File: config.mk
export PLATFORM = sky130hd
export DESIGN_NAME = sev_seg_scan_mux
export DESIGN_NICKNAME = d
export VERILOG_FILES = /design/src/rtl/sev_seg_pkg.sv /design/src/rtl/hex_to_sev_seg.sv /design/src/rtl/sev_seg_scan_mux.sv
export SDC_FILE = /design/constraint.sdc
export NUM_CORES = 1
export LEC_CHECK = 0
export CORE_ASPECT_RATIO = 0.7
export CORE_MARGIN = 1.5
export CORE_UTILIZATION = 50
export DETAILED_ROUTE_END_ITERATION = 10
export PLACE_DENSITY_LB_ADDON = 0.1
export SETUP_SLACK_MARGIN = 0.4
export SLEW_MARGIN = 20
export SYNTH_ARGS = -nofsm -noshare
export SYNTH_HDL_FRONTEND = slang
export SYNTH_SLANG_ARGS = --single-unit
File: constraint.sdc
create_clock -name clk -period 10.4 [get_ports clk]
set_input_delay 1.56 -clock clk [delete_from_list [all_inputs] [get_ports clk]]
set_output_delay 1.56 -clock clk [all_outputs]
set_load 0.02 [all_outputs]
File: src/rtl/sev_seg_pkg.sv
// sev_seg_pkg: shared segment type, blank pattern and active-low hex decode table
package sev_seg_pkg;
   typedef logic [6:0] seg_t;
   localparam seg_t SEG_OFF = 7'h7F;
   localparam seg_t SEG_LUT [16] = '{
      7'h40, 7'h79, 7'h24, 7'h30, 7'h19, 7'h12, 7'h02, 7'h78,
      7'h00, 7'h10, 7'h08, 7'h03, 7'h46, 7'h21, 7'h06, 7'h0E
   };
endpackage

File: src/rtl/hex_to_sev_seg.sv
// hex_to_sev_seg: combinational nibble to active-low seven-segment pattern
module hex_to_sev_seg
   import sev_seg_pkg::*;
(
   input  logic [3:0] nib,
   output seg_t       seg
);
   assign seg = SEG_LUT[nib];
endmodule

File: src/rtl/sev_seg_scan_mux.sv
// sev_seg_scan_mux: double-buffered, dead-timed, time-multiplexed N-digit hex display driver
module sev_seg_scan_mux
   import sev_seg_pkg::*;
#(
   parameter int N_DIGITS     = 4,
   parameter int REFRESH_DIV  = 100000,
   parameter int BLANK_CYCLES = 1000
) (
   input  logic                  clk,
   input  logic                  rst_n,
   input  logic                  load,
   input  logic [4*N_DIGITS-1:0] digits,
   input  logic [N_DIGITS-1:0]   dp,
   input  logic [N_DIGITS-1:0]   digit_en,
   input  logic                  lz_blank,
   output logic [6:0]            seg,
   output logic                  dp_n,
   output logic [N_DIGITS-1:0]   an,
   output logic                  frame_done
);
   localparam int PW = $clog2(REFRESH_DIV);
   localparam int IW = N_DIGITS > 1 ? $clog2(N_DIGITS) : 1;
   localparam logic [PW-1:0] PRE_LAST  = PW'(REFRESH_DIV - 1);
   localparam logic [PW-1:0] BLANK_END = PW'(BLANK_CYCLES);
   localparam logic [IW-1:0] IDX_LAST  = IW'(N_DIGITS - 1);

   logic [PW-1:0]         pre_q, pre_d;
   logic [IW-1:0]         idx_q, idx_d;
   logic [4*N_DIGITS-1:0] pend_dig_q, pend_dig_d, act_dig_q, act_dig_d;
   logic [N_DIGITS-1:0]   pend_dp_q, pend_dp_d, act_dp_q, act_dp_d;
   logic [N_DIGITS-1:0]   an_q, an_d, lz_mask;
   seg_t                  seg_q, seg_d, dec_seg;
   logic                  dp_n_q, dp_n_d, fd_q, fd_d;
   logic                  pre_wrap, frame_wrap, zero_run, sel_en, sel_lz, sel_dp, shown;
   logic [3:0]            nib;

   hex_to_sev_seg u_dec (.nib(nib), .seg(dec_seg));

   always_comb begin
      pre_wrap   = pre_q == PRE_LAST;
      frame_wrap = pre_wrap && idx_q == IDX_LAST;
      pre_d      = pre_wrap ? '0 : pre_q + PW'(1);
      idx_d      = frame_wrap ? '0 : pre_wrap ? idx_q + IW'(1) : idx_q;
      {pend_dig_d, pend_dp_d} = load ? {digits, dp} : {pend_dig_q, pend_dp_q};
      {act_dig_d, act_dp_d}   = frame_wrap ? {pend_dig_q, pend_dp_q} : {act_dig_q, act_dp_q};
      // lz_mask[i]: nibbles i..N-1 of the next active buffer are all zero
      zero_run = 1'b1;
      lz_mask  = '0;
      for (int i = N_DIGITS - 1; i >= 0; i--) begin
         zero_run   = zero_run && act_dig_d[4*i +: 4] == 4'h0;
         lz_mask[i] = zero_run;
      end
      nib    = '0;
      sel_en = 1'b0;
      sel_lz = 1'b0;
      sel_dp = 1'b0;
      for (int i = 0; i < N_DIGITS; i++)
         if (idx_d == IW'(i)) begin
            nib    = act_dig_d[4*i +: 4];
            sel_en = digit_en[i];
            sel_lz = i != 0 && lz_mask[i];
            sel_dp = act_dp_d[i];
         end
      shown  = sel_en && !(lz_blank && sel_lz) && pre_d >= BLANK_END;
      an_d   = shown ? ~(N_DIGITS'(1) << idx_d) : '1;
      seg_d  = shown ? dec_seg : SEG_OFF;
      dp_n_d = !(shown && sel_dp);
      fd_d   = frame_wrap;
   end

   always_ff @(posedge clk or negedge rst_n)
      if (!rst_n) begin
         pre_q      <= '0;
         idx_q      <= '0;
         pend_dig_q <= '0;
         pend_dp_q  <= '0;
         act_dig_q  <= '0;
         act_dp_q   <= '0;
         an_q       <= '1;
         seg_q      <= SEG_OFF;
         dp_n_q     <= 1'b1;
         fd_q       <= 1'b0;
      end else begin
         pre_q      <= pre_d;
         idx_q      <= idx_d;
         pend_dig_q <= pend_dig_d;
         pend_dp_q  <= pend_dp_d;
         act_dig_q  <= act_dig_d;
         act_dp_q   <= act_dp_d;
         an_q       <= an_d;
         seg_q      <= seg_d;
         dp_n_q     <= dp_n_d;
         fd_q       <= fd_d;
      end

   assign an         = an_q;
   assign seg        = seg_q;
   assign dp_n       = dp_n_q;
   assign frame_done = fd_q;
endmodule

# Yosys cells after proc, flatten, opt, wreduce, memory -nomap -nowiden
# Memories as Yosys holds them, arrays and structs flattened.
# Cells that the tools add are included.
totals:
  mem_bits_ro: 112
  reg_bits: 72
  input_bits: 28
  memories: 1
  wordCells: 59
  out_inout_bits: 13
op_classes:
  bitwise: 2
  order_cmp: 2
  addsub: 2
  shift: 1
  mux: 23
  n_eq_ne: 5
  reduce_logical: 13
memory_table:
  columns: ["name", "depth", "word_bits", "read_ports", "rd_ports_with_merged_regs", "wr", "line_no", "text"]
  rows:
  - ["(no name shown)", 16, 7, 1, 0, 0, "hex_to_sev_seg.sv:8", "assign seg = SEG_LUT[nib];"]
op_table:
  columns: ["operator", "n"]
  rows:
  - ["2-to-1 mux 7 bit", 3]
  - ["2-to-1 mux 20 bit", 1]
  - ["2-to-1 mux 4 bit", 5]
  - ["adder 17 x 1 -> 17 bit (second input constant)", 1]
  - ["equality test 17 bit (second input constant)", 1]
  - ["greater-or-equal comparator 17 x 10 -> 1 bit (second input constant)", 1]
  - ["2-to-1 mux 17 bit", 1]
  - ["logical NOT 4 bit", 3]
  - ["2-to-1 mux 1 bit", 11]
  - ["logical AND 1 bit", 7]
  - ["equality test 2 bit (second input constant)", 3]
  - ["greater-or-equal comparator 5 bit (second input constant)", 1]
  - ["NOT 4 -> 5 bit", 1]
  - ["2-to-1 mux 2 bit", 2]
  - ["NOT 4 bit", 1]
  - ["<< shifter 1 x 2 -> 4 bit (first input constant)", 1]
  - ["adder 2 x 1 -> 2 bit (second input constant)", 1]
  - ["equality test 2 x 1 -> 1 bit (second input constant)", 1]
  - ["logical NOT 1 bit", 2]
  - ["logical NOT 2 bit", 1]

# Logic depth before layout (Yosys ltp)
# Gate-level depths: netlist of the first run.
logic_depth:
  ltp_word: 15
  ltp_mapped: 13
  mapped_depth_nobuf: 12

# Cells and area by module
# A second synthesis of the first run with hierarchy kept.
hier_totals:
  hier_cells: 315
  area_unflattened_um2: 3723.6
by_module_without_submodules:
  columns: ["module", "cells_each", "area_each_um2", "seq_area_each_um2", "instances"]
  rows:
  - ["sev_seg_scan_mux", 280, 3475.8, 1816.7, 1]
  - ["hex_to_sev_seg", 35, 247.7, 0.0, 1]

# Worst setup path after synthesis of the first run
# Ideal clock, no wire load.
synth_timing:
  kind: "reg-to-reg"
  from: "reg pre_q[6]"
  to: "reg seg_q[5], in the netlist seg[5]"
  arrival_time_ns: 3.169
  setup_time_ns: 0.088
  n_path_buf: 2
  stages_incl_launch_ff: 13
  slack_ns: 7.143
  required_ns: 10.312
  synth_period_minus_slack_ns: 3.257
  cell_sequence: "dfrtp_1 buf_2 or4_1 nor4_4 mux2i_1 clkbuf_1 mux2i_1 mux2_2 inv_1 ha_1 nand3_1 a21oi_1 or3_1"
synth_via:
  elab_chain_len: 14
  word_cells_on_any_way: 37
  cone_classes: "add/sub (1); order compare (1); eq/ne (4); mux (18); bitwise (1); reduce/logical (11); memory (1)"
synth_rtl:
  columns: ["item", "line_no", "text"]
  rows:
  - ["start: declaration", "sev_seg_scan_mux.sv:27", "logic [PW-1:0] pre_q, pre_d;"]
  - ["start signal: assignment", "sev_seg_scan_mux.sv:84", "pre_q <= pre_d;"]
  - ["parallel branches: the longest is 13 deep, another holds memory read (16 x 7 bit)", null, null]
  - ["2-to-1 mux 7 bit *", "sev_seg_scan_mux.sv:66", "seg_d = shown ? dec_seg : SEG_OFF;"]
  - ["net seg_d[5]", "sev_seg_scan_mux.sv:32", "seg_t seg_q, seg_d, dec_seg;"]
  - ["end signal: assignment", "sev_seg_scan_mux.sv:91", "seg_q <= seg_d;"]
  - ["end: declaration", "sev_seg_scan_mux.sv:32", null]
# Mark *: on every way through the listed nets, which the timed path passes. The select of a mux whose other input is x is not followed.
# A chain may end at the register's enable or synchronous reset.

# Worst setup path in the final report of the first run
layout_timing:
  from: "reg pre_q[0]"
  to: "reg seg_q[1], in the netlist seg[1]"
layout_via:
  word_cells_on_any_way: 37
  cone_classes: "add/sub (1); order compare (1); eq/ne (4); mux (18); bitwise (1); reduce/logical (11); memory (1)"
layout_lines:
  columns: ["item", "line_no", "text"]
  rows:
  - ["equality test 17 bit *", "sev_seg_scan_mux.sv:40", "pre_wrap = pre_q == PRE_LAST;"]
  - ["2-to-1 mux 2 bit / logical AND 1 bit (equally long branches)", "sev_seg_scan_mux.sv:43, sev_seg_scan_mux.sv:41", null]
  - ["2-to-1 mux 2 bit *", "sev_seg_scan_mux.sv:43", "idx_d = frame_wrap ? '0 : pre_wrap ? idx_q + IW'(1) : idx_q;"]
  - ["net idx_d[0]", "sev_seg_scan_mux.sv:28", "logic [IW-1:0] idx_q, idx_d;"]
  - ["logical NOT 2 bit", "sev_seg_scan_mux.sv:58", "if (idx_d == IW'(i)) begin"]
  - ["2-to-1 mux 4 bit (4 in a row)", "sev_seg_scan_mux.sv:58", null]
  - ["NOT 4 -> 5 bit (implied by the code)", "hex_to_sev_seg.sv:8", null]
  - ["memory read (16 x 7 bit)", null, null]
  - ["2-to-1 mux 7 bit (implied by the code) (2 in a row)", "hex_to_sev_seg.sv:8", null]
  - ["2-to-1 mux 7 bit *", "sev_seg_scan_mux.sv:66", null]
  - ["net seg_d[1]", "sev_seg_scan_mux.sv:32", null]
# Mark *: on every way through the listed nets, which the timed path passes. The rest lies on a longest branch. The select of a mux whose other input is x is not followed.

==> results of run 1 <==
## Yosys cell counts, drive strengths merged (3+ instances only)
| cell type | instances |
|---|---|
| ha | 6 |
| xor2 | 8 |
| clkbuf | 7 |
| mux2 | 45 |
| nand4 | 5 |
| and3 | 3 |
| xnor2 | 6 |
| mux2i | 10 |
| nor4 | 10 |
| a21oi | 8 |
| dfstp | 12 |
| a211oi | 5 |
| dfrtp | 60 |
| nand3 | 13 |
| and4 | 3 |
| nor3 | 9 |
| nor2 | 17 |
| buf | 6 |
| nand2 | 17 |
| o21ai | 18 |
| inv | 7 |
| nor2b | 3 |
## layout make-up
type / count / area, um2
Timing Repair Buffer: 43 / 417.9
Multi-Input combinational cell: 222 / 1745
Clock buffer: 10 / 137.6
Inverter: 8 / 30.03
Tap cell: 94 / 117.6
Fill cell: 529 / 2581
Sequential cell: 72 / 1817
Clock inverter: 6 / 66.31
## worst max-delay path by stage
| stage | start | to | cells past startpoint |
|---|---|---|---|
| 4_1_cts | pre_q[0] | seg[1] | 10 |
| 6_report | pre_q[0] | seg[1] | 10 |
| 3_3_place_gp | pre_q[0] | seg[1] | 10 |
| 5_1_grt | pre_q[0] | seg[1] | 10 |
| 3_5_place_dp | pre_q[0] | seg[1] | 10 |
| 2_1_floorplan | pre_q[6] | seg[5] | 12 |
## registers in the layout (all words and copies together) (netlist names), 2 cells and up
signal and flops:
pend_dig_q 16, seg 7, pre_q 17, act_dp_q 4, idx_q 2, act_dig_q 16, pend_dp_q 4, an 4
## logic make-up after synthesis
group,Yosys count,synth area share (%)
compound gates,53,9.904
xor+xnor,14,3.359
fa+ha+maj,6,2.056
buf+inv,21,2.433
flops,72,49.76
mux,57,17.85
simple gates,92,14.63
## per-stage QoR
step                      area [um2]  total power, mW  setup WS [ns]  instances
final                           4332           0.5472          6.357        455
after CTS                       4332           0.5546          6.452        455
after floorplan                 3651           0.3067          7.143        315
after global placement          4128           0.3253          6.569        439
after global routing            4332           0.5675          6.072        455
after detailed placement        4128           0.3264          6.474        439
## cells in the final DEF (no fill, tap or decap), types with 4 or more instances in the layout
cell              n
dfrtp_1          60
mux2_2           45
clkdlybuf4s50_1  39
nor2_1           17
nand2_1          16
o21ai_0          16
nand3_1          13
dfstp_2          12
mux2i_1          10
clkbuf_8         10
nor3_1            9
a21oi_1           8
xor2_1            8
nor4_1            8
inv_1             7
xnor2_1           6
ha_1              6
nand4_1           5
a211oi_1          4
## routing by layer
metal  vias to the layer above  global-route usage (%)  part of all wire, %
li1                       1259                       -                    -
met1                      1263                   33.09                   52
met2                        90                   28.47                   40
met3                        11                   5.784                  6.0
met4                         0                   8.371                  1.4
met5                         -                       0                    0
## report_power, final
group / total [mW] / internal (mW) / switching, mW
Sequential: 0.294 / 0.288 / 0.00613
Clock: 0.227 / 0.118 / 0.109
Combinational: 0.0263 / 0.0163 / 0.0100
## worst max-delay path: cells and delay by family (launching register included)
| family | cells | cell delay [ns] |
|---|---|---|
| flip-flops | 1 | 0.41 |
| buffers and inverters | 2 | 0.64 |
| AND/OR/NAND/NOR | 2 | 0.71 |
| multiplexers | 1 | 0.62 |
| adder cells (fa/ha/maj) | 1 | 0.30 |
| AO/OA/AOI/OAI | 4 | 1.23 |
==> metrics, run 1 <==
initial antenna violation count 0; post-CTS setup repair buffer count 0; DRT iter0 DRCs roughly 200; clk_lat worst skew roughly 0.35 ns; Starting Density around 53%; Lkg Pwr ~1.8 nW; crit-path max cell delay roughly 0.62 ns; Syn Area/Cell 11.59 um2; crit path time final 4.043 ns; layout cells sized above 1 between 20% and 30%; status finished, final reports clean; HP Start act_dig_q[1]; Die Ht approximately 74 um; Synth cell types 55; hold endpoint act_dig_q[1]; predominant post-synthesis flop cell dfrtp_1; Synth area leaders dfrtp_1 41%, mux2_2 14%, dfstp_2 8.6%; I/O Buffers 40; drt total wl ~8000 um; Worst VDD drop a little under 0.00009 V; Worst Skew 0.009409 ns; post-route ant nets 0; H-Tree Depth 3; Post-synth EDFFs 0; Cell Area, Synth 3651 um2; WS Path Type reg2reg; CP Capture Type flip-flop; slowest stage cell, crit path mux2i_1; WHS Path Cells 1; Yosys top cell by area dfrtp_1; Pins Over Slew Limit 0; Synth async-reset ratio 100.0%; setup TNS 0 ns; worst path arrival time 4.26 ns; drc violations 0; first-pass GRT wire length between 10000 and 15000 um; CTS Buf Count 9; period utilization about 39%; largest net degree at the start of global routing 73; # resized after CTS 0; Sink Count 72; CTS Root Cell clkbuf_8; Die Span X 105.1 um; Synth Register Bits 72; final setup violation count 0; post-synthesis cell count 315; CTS tree built; FF-to-FF Start pre_q[0]; Hold Buf Count CTS 0; FMAX 0.2474 GHz; Yosys top cell area share 41.12%; CTS max path bufs 2; P&R area growth vs syn 18.64%; row count 25; Total GRT Usage approximately 22%; WL/cell approximately 17 um; num ports 41; CP Max Fanout 17; path category of the worst min-delay check reg2reg; Die Area a little under 8000 um2; Initial DRT Pass Iterations 4; Worst-Margin Slew 0.9437 ns; critical path cell sequence ha_1 -> nand4_1 -> nor4_4 -> buf_4 -> mux2i_1 -> clkinv_1 -> a31oi_1 -> o32ai_2 -> a211oi_2 -> o221ai_1; RSZ-0062 raised after global routing false; share of the yosys chip area belonging to registers about half; clock-pin slew on the worst setup and hold paths approximately 0.070 ns; startpoint types flip-flop; DP HPWL 5518 um; final net count 390; grt ovf 0; via count approximately 2600; gpl congestion about 0.86; R2R setup slack approximately 6.4 ns; Reg2Reg Depth 10; max_cap viols 0; PwrDens approximately 130 nW/um2; worst reg2reg endpoint seg[1]; Required @ worst endpoint around 11 ns; vias in the first global route around 2400; Core Util, Final between 60 and 70%; Final Hold Vio Count 0; Hold Slack 0.5063 ns; Diodes inserted 0; Syn. warnings 0; via/cell ratio ~5.8; core region area around 7000 um2; Syn Nets ~350; relative slew slack 36.51%
No activity file was read; power rests on OpenSTA's default activity.
==> inputs of run 2 (changes only) <==
==> constraint.sdc (replaced) <==
create_clock -name clk -period 3.5 [get_ports clk]
set_input_delay 0.525 -clock clk [delete_from_list [all_inputs] [get_ports clk]]
set_output_delay 0.525 -clock clk [all_outputs]
set_load 0.02 [all_outputs]
==> metrics, run 2 (synthesized netlist as in run 1, its figures left out) <==
NetSw 0.3669 mW (+190%); filler cell count in the final layout 540 (+2.1%); gpl congestion 0.9442 (+9.2%); Initial DRT Pass Iterations 5 (+1); Die Span X 105.1 um (unchanged); path category of the worst min-delay check in2async; CP Capture Type flip-flop; Total GRT Usage 22.60% (+1.1 points); drc violations 0 (unchanged); Diodes inserted 0 (unchanged); CTS Buf Count 9 (unchanged); Area after DPL 4265 um2 (+3.3%); Final Hold Vio Count 0 (unchanged); H-Tree Depth 3 (unchanged); slowest stage cell, crit path or4b_4; setup TNS 0 ns (unchanged); Largest register FFs 17 (unchanged); drt total wl 8151 um (+4.5%); initial antenna violation count 0 (unchanged); Die Area 7832 um2 (unchanged); relative slew slack 40.66% (+4.2 points); worst path arrival time 3.31 ns (-0.95 ns); CTS tree built; Worst-Margin Slew 0.8873 ns (-0.05636 ns); Lkg Pwr 2.016 nW (+9.1%); final setup violation count 0 (unchanged); P&R area growth vs syn 29.03%; final net count 419 (+7.4%); CP Max Fanout 7 (-10); clock-pin slew on the worst setup and hold paths 0.08 ns (about the same); startpoint types flip-flop; Hold Buf Count CTS 0 (unchanged); commonest non-fill, non-tap cell in the layout dfrtp_1; Reg power frac 52.0% (-1.7 points); Sink Count 72 (unchanged); first-pass GRT wire length 13390 um (+4.7%); clock power share 43.1% (+1.6 points); row count 25 (unchanged); Comb pwr share 4.8% (about the same); WL/cell 16.84 um (-1.8%); final instance area 4711 um2 (+8.8%); crit path time final 3.057 ns (-0.9856 ns); Cell Int Power 1.307 mW (+210%); num ports 41 (unchanged); Hold Slack 0.2415 ns (-0.2648 ns); clk_lat worst skew 0.34 ns (about the same); largest register by flop count pre_q; Post-Place Worst Slack 0.1589 ns (-6.315 ns); CTS Root Cell clkbuf_8; PwrDens 355.4 nW/um2 (+180%); Pins Over Slew Limit 0 (unchanged); crit-path max cell delay 0.56 ns (-0.06 ns); status finished, final reports clean; FMAX 0.3271 GHz (+32%); via count 2743 (+4.6%); Required @ worst endpoint 3.75 ns (-6.87 ns); via/cell ratio 5.667 (-1.7%); most frequent CP cell mux2_4; RSZ-0062 raised after global routing true; grt ovf 0 (unchanged); DP HPWL 5884 um (+6.6%); max_cap viols 0 (unchanged); post-route ant nets 0 (unchanged); switch share 21.91% (-0.93 points); layout cells sized above 1 36.15% (+12 points); period utilization 87.35% (+48 points); Die Ht 74.50 um (unchanged); I/O Buffers 40 (unchanged); DRT iter0 DRCs 188 (-4.1%); CTS max path bufs 2 (unchanged); vias in the first global route 2582 (+8.9%); critical path cell sequence or4b_4 -> nor4_4 -> nand2_4 -> mux2_4 -> mux2i_2 -> mux2_4 -> inv_2 -> ha_2 -> and3_1 -> a211oi_2 -> o21ai_1; Worst Skew 0.008097 ns (-0.001311 ns); register area 1823 um2 (+0.34%); largest net degree at the start of global routing 39 (-47%); Final WS setup 0.4429 ns (-5.914 ns); WS Path Type reg2reg; multi-input logic area 1864 um2 (+6.8%); most frequent cells in the layout 55 x dfrtp_1, 43 x mux2_2, 39 x clkdlybuf4s50_1, 29 x buf_4, 16 x nand2_1; core region area 6913 um2 (unchanged); R2R setup slack 0.44 ns (-5.91 ns); Starting Density 52.81% (unchanged); Worst VDD drop 0.0002384 V (+170%); largest registers pre_q: 17 flops, act_dig_q: 16 flops, pend_dig_q: 16 flops
run 2: cell types whose count changed in the layout (fill, tap and decap cells not counted), sizes merged:
cell,change
bufinv,+1
buf,+29
clkbuf,-1
run 2: path summary, 6_finish.rpt:
check	start	endpoint	depth (start not counted)
min	rst_n	pre_q[13]	1
min reg2reg	act_dp_q[1]	act_dp_q[1]	1
max	pre_q[11]	seg[3]	11
max in group asynchronous	rst_n	pre_q[6]	2
max reg2reg	pre_q[11]	seg[3]	11
min in group clk	act_dp_q[1]	act_dp_q[1]	1
run 2: per-stage QoR:
stage               cells  utilization, %  total power [mW]
floorplan             315               -            0.9112
global placement      453           61.70            0.9666
detailed placement    453           61.70            0.9700
global route          484           68.14             1.736
CTS                   476           66.35             1.690
finish                484           68.14             1.674
run 2: final cells by class:
cell class / instances / share of cell area [%]
clock buffer: 9 / 2.629
clock inverter: 7 / 2.045
inverter: 8 / 0.6374
multi-input combinational: 222 / 39.58
sequential: 72 / 38.70
tap: 94 / 2.497
timing repair buffer: 72 / 13.92
run 2: metal layers:
metal / GRT usage [%] / share of wire (%) / vias to the layer above
met1: 34.35 / 51 / 1335
met4: 7.458 / 1.4 / 0
met5: 0 / 0 / -
met3: 4.820 / 5.8 / 9
li1: - / - / 1309
met2: 32.24 / 42 / 90
run 2: power by group through the flow:
| stage | combinational [mW] | sequential, mW | clock (mW) |
|---|---|---|---|
| 2_1_floorplan | 0.0303 | 0.881 | 0 |
| 3_3_place_gp | 0.0802 | 0.886 | 0 |
| 3_5_place_dp | 0.0828 | 0.887 | 0 |
| 4_1_cts | 0.0832 | 0.872 | 0.735 |
| 5_1_grt | 0.0888 | 0.875 | 0.773 |
| 6_report | 0.0806 | 0.871 | 0.722 |
run 2: repair_timing:
item	in CTS	in global routing
endpoints found under the hold margin	0	0
endpoints found under the setup margin	12	8
pin swaps	2	4
gates resized for setup	12	17
buffers inserted	7	8
run 2: worst max-delay path, delay by kind of cell (launching register included):
kind,cells,cell delay [ns]
flops,1,0.45
mux,3,0.76
buf+inv,1,0.06
compound gates,2,0.24
simple gates,4,1.26
fa+ha+maj,1,0.18
